<file path="config.mk">
export PLATFORM = sky130hd
export DESIGN_NAME = dsp_pipe_reg_multi
export DESIGN_NICKNAME = d
export VERILOG_FILES = /design/src/rtl/dsp_pipe_reg_multi.sv
export SDC_FILE = /design/constraint.sdc
export NUM_CORES = 1
export LEC_CHECK = 0
export CORE_MARGIN = 3
export CORE_UTILIZATION = 41
export CTS_BUF_LIST = sky130_fd_sc_hd__clkbuf_16
export DETAILED_ROUTE_END_ITERATION = 12
export PLACE_DENSITY = 0.86
export SLEW_MARGIN = 40
export SYNTH_ARGS = -nofsm -noshare
export SYNTH_HDL_FRONTEND = slang
export SYNTH_SLANG_ARGS = --single-unit
export TNS_END_PERCENT = 50
</file>
<file path="constraint.sdc">
create_clock -name CLK -period 2.8 [get_ports CLK]
set_input_delay 0.42 -clock CLK [delete_from_list [all_inputs] [get_ports CLK]]
set_output_delay 0.42 -clock CLK [all_outputs]
set_load 0.02 [all_outputs]
</file>
<file path="src/rtl/dsp_pipe_reg_multi.sv">
// dsp_pipe_reg_multi: 0..4 stage pipeline register for DSP48A1-style
// operand/product slots (A/B/C/D/M/P). Each stage carries data plus a
// valid bit. A registered counter tracks how many stages hold valid data.
//
// Optional build macro: PIPE_OUT_HOLD_EN
//   When defined, out comes from an extra register. That register only
//   loads on enabled edges where a valid word lands in the last stage, so
//   out keeps showing the last valid result while bubbles drain.
//   out_vld still follows the last stage's valid bit.
//   When not defined, out is the raw last stage, so bubble data is visible.
//   The macro has no effect when DEPTH = 0.
module dsp_pipe_reg_multi #(
    parameter int                    DATA_WIDTH = 18,
    parameter int                    DEPTH      = 1,
    parameter logic [DATA_WIDTH-1:0] RST_VAL    = '0,
    localparam int                   CW         = ($clog2(DEPTH + 1) < 1) ? 1 : $clog2(DEPTH + 1)
) (
    input  logic                  CLK,
    input  logic                  rst_a,
    input  logic                  C_ENABLE,
    input  logic                  sclr,
    input  logic [DATA_WIDTH-1:0] in,
    input  logic                  in_vld,
    output logic [DATA_WIDTH-1:0] out,
    output logic                  out_vld,
    output logic [CW-1:0]         fill_cnt,
    output logic                  busy
);

    if (DEPTH == 0) begin : g_bypass
        // With no register slot, the block is a plain wire. Clock, enable,
        // clear and reset do not affect the data path.
        assign out      = in;
        assign out_vld  = in_vld;
        assign fill_cnt = '0;
        assign busy     = 1'b0;

        logic unused_ctrl;
        assign unused_ctrl = &{1'b0, CLK, rst_a, C_ENABLE, sclr};
    end else begin : g_pipe
        logic [DATA_WIDTH-1:0] stage_q [DEPTH];
        logic [DATA_WIDTH-1:0] stage_d [DEPTH];
        logic [DEPTH-1:0]      vld_q;
        logic [DEPTH-1:0]      vld_d;
        logic [CW-1:0]         fill_cnt_q;
        logic [CW-1:0]         fill_cnt_d;

        // Next-state logic. Priority is sclr, then C_ENABLE (shift), then hold.
        always_comb begin
            // NOTE: every output of this block gets a default first. That way
            // no path leaves a value unassigned, and no latch is inferred.
            stage_d    = stage_q;
            vld_d      = vld_q;
            fill_cnt_d = fill_cnt_q;
            if (sclr) begin
                for (int k = 0; k < DEPTH; k++) begin
                    stage_d[k] = RST_VAL;
                end
                vld_d      = '0;
                fill_cnt_d = '0;
            end else if (C_ENABLE) begin
                // Data moves on every enabled edge. The valid bit only
                // qualifies it.
                stage_d[0] = in;
                vld_d[0]   = in_vld;
                for (int k = 1; k < DEPTH; k++) begin
                    stage_d[k] = stage_q[k-1];
                    vld_d[k]   = vld_q[k-1];
                end
                // A valid word entering while none leaves grows the count.
                // A word leaving while none enters shrinks it.
                if (in_vld && !vld_q[DEPTH-1]) begin
                    fill_cnt_d = fill_cnt_q + CW'(1);
                end else if (!in_vld && vld_q[DEPTH-1]) begin
                    fill_cnt_d = fill_cnt_q - CW'(1);
                end
            end
        end

        // Stage registers with asynchronous reset.
        always_ff @(posedge CLK or posedge rst_a) begin
            if (rst_a) begin
                // NOTE: the stage array is built from real flops, not RAM.
                // Every stage must show RST_VAL right after reset, so each
                // one is reset explicitly.
                for (int k = 0; k < DEPTH; k++) begin
                    stage_q[k] <= RST_VAL;
                end
                vld_q      <= '0;
                fill_cnt_q <= '0;
            end else begin
                // NOTE: non-blocking assignments let every stage sample the
                // pre-edge value of its neighbour. That is what makes the
                // chain shift instead of collapsing.
                stage_q    <= stage_d;
                vld_q      <= vld_d;
                fill_cnt_q <= fill_cnt_d;
            end
        end

`ifdef PIPE_OUT_HOLD_EN
        logic [DATA_WIDTH-1:0] hold_q;
        logic [DATA_WIDTH-1:0] hold_d;

        // The hold register loads alongside the last stage, but only when
        // the word landing there is valid.
        always_comb begin
            hold_d = hold_q;
            if (sclr) begin
                hold_d = RST_VAL;
            end else if (C_ENABLE && vld_d[DEPTH-1]) begin
                hold_d = stage_d[DEPTH-1];
            end
        end

        // Hold register, reset to RST_VAL like the stages.
        always_ff @(posedge CLK or posedge rst_a) begin
            if (rst_a) begin
                hold_q <= RST_VAL;
            end else begin
                hold_q <= hold_d;
            end
        end

        assign out = hold_q;
`else
        assign out = stage_q[DEPTH-1];
`endif
        assign out_vld  = vld_q[DEPTH-1];
        assign fill_cnt = fill_cnt_q;
        assign busy     = (fill_cnt_q != '0);
    end

endmodule

</file>
==> metrics.cfg <==
[cells_and_area]
nNetsFinal = 137
syn2layout_area_growth_pct = 61.0
seq_area_sq_um = 500
final_cell_mix = clkdlybuf4s50_1, nor2_1, dfrtp_1, mux2i_1, clkbuf_16
multi_input_area_sq_um = 294
final_util = 0.744
fillCellCount = 129
n_antenna_cell = 0
drive_above_1_share = 0.0442
final_common_cell = clkdlybuf4s50_1
final_area_sq_um = 1350

[sta]
slew-limit-headroom = 0.521
period_needed_ps = 1680
tns_ps = 0
timing.final.crit_share = 0.601
skew_ps = 1.05
drv_slew = 0
fmax_mhz = 594
setup_violations = 0
hold_viol = 0
rsz0062_at_grt = no
tightest_slew_ps = 717

[logic_synthesis]
ys_seq_elements = 20
synth_compound_area_frac = 0.0164
synthXorXnorAreaFrac = 0.0104
yosys-top-cells-area = dfrtp_1, mux2i_1, nor2_1
synth.top_cell.area_share = 0.595
synthCells = 69
synth_top_area_cell = dfrtp_1
avgSynthCellArea_sq_um = 12.2
yosys.area_share.simple = 0.0967
synth_cell_types = 11
synth_top_family_by_area = multiplexers
muxShareOfSynthArea = 0.226
synth_fa_ha_area_frac = 0
yosysSeqAreaShare = 0.595
syn_nets = 92
yosys_warnings = 0
syn_area_sq_um = 841

[floorplan]
ioPinCount = 44
die_area_sq_um = 2630
initial_core_util = 0.462
rows = 15
core-area_sq_um = 1820
die_h_microns = 51.3
die_x_microns = 51.3

[placement]
port_buffers = 43
hpwl_microns = 1470
placed_cell_area_sq_um = 1270
routabilityCongestion = 0.656

[cts]
ctsResizeCount = 0
clkTransAtPathRegs_ps = 50
cts_tree = built
cts_sinks = 20
insertion_delay_ps = 250
numCtsBuffers = 3
postCtsSetupBuffers = 0
postCtsHoldBufs = 0
htree_levels = 1
root_buffer = clkbuf_16
clockBufferDepth = 2

[critical_path]
crit_required_ps = 2380
start_kind = flop
slowest_delay_ps = 630
end_kind = primary output
worst-path-stages = 1
critPathKind = flop to primary output
cp_max_fo = 3
r2r_cells = 3
worstSetupStartpoint = out_vld
crit_chain = clkdlybuf4s50_1
reg2reg_to = busy
worstReg2RegStart = out_vld
cp.buffers_inverters = 1
rrSetupSlack_ps = 1740
worstSetupEndpoint = out_vld
crit_path_top_delay_cell = clkdlybuf4s50_1
arrival_ps = 1260
cp_top_family = buffers and inverters

[power]
p_leak_nw = 0.641
p_per_area_nw_per_um2 = 550
ir_drop_uv = 454

[worst_hold_path]
hp-class = flop to flop

[drt]
vias = 678
routedWlPerCell_microns = 15.7
routed_via_density = 4.91
dr.pass1.iters = 4
wl_microns = 2170
drt-initial-drc-count = 14
ant_nets = 0
route.detailed.drc = 0

[grt]
grt-ovfl-total = 0
grt_pass1_vias = 706
antenna_found_initial = 0
grt_usage = 0.178
grt_pass1_wl_microns = 3370
grt_max_degree = 22

[job]
drv_cap = 0

[run_status]
status = complete, no violations

cells by family (layout without fill, tap and decap cells):
group           count (synthesis)  after routing
simple gates                   21             21
flops                          20             20
compound gates                  2              2
buf+inv                         6             50
xor+xnor                        1              1
mux                            19             19
per-stage QoR:
step           total power (W)  setup slack, ps  std cells  hold WS, ps
2_1_floorplan         0.000388             1740         69          384
3_3_place_gp          0.000459             1040        134          507
3_5_place_dp          0.000463             1010        134          514
4_1_cts               0.000751             1110        138          533
5_1_grt               0.000771             1080        138          557
6_report              0.000745             1120        138          526
cells in the mapped netlist, drive strengths merged:
| cell | n |
|---|---|
| buf | 5 |
| mux2i | 19 |
| dfrtp | 20 |
| nor2 | 20 |
| a21oi | 1 |
| a31o | 1 |
| xor2 | 1 |
| nand2b | 1 |
| inv | 1 |
layer usage:
| layer | vias to the layer above | routed length, microns | GRT usage |
|---|---|---|---|
| met3 | 2 | 55 | 0.0175 |
| met5 | - | 0 | 0 |
| met2 | 24 | 1230 | 0.330 |
| met4 | 0 | 19 | 0.0786 |
| met1 | 337 | 861 | 0.205 |
| li1 | 315 | - | - |
state kept, by name (all words and copies together), names as in the netlist:
signal and count:
out 18, out_vld 1, busy 1
final cells by class:
cell class / instances / share of cell area
Timing Repair Buffer: 45 / 0.329
Clock inverter: 1 / 0.00277
Sequential cell: 20 / 0.370
Inverter: 1 / 0.00277
Clock buffer: 3 / 0.0555
Tap cell: 25 / 0.0231
Multi-Input combinational cell: 43 / 0.217
report_power, final:
part | leakage (nW) | total, W | internal, W | switching, W
registers | 0.265 | 0.000316 | 0.000306 | 0.0000102
clock network | 0.0385 | 0.000285 | 0.000190 | 0.0000951
logic | 0.337 | 0.000144 | 0.0000768 | 0.0000670
worst min path at each step:
stage,end,startpoint,cells past startpoint,slack [ps]
after CTS,out[6],out[6],2,530
after global placement,out[1],out[1],2,510
after floorplan,busy,rst_a,1,380
after global routing,out[8],out[8],2,560
final,out[6],out[6],2,530
after detailed placement,out[8],out[8],2,510
Power figures use the tool's default switching activity.
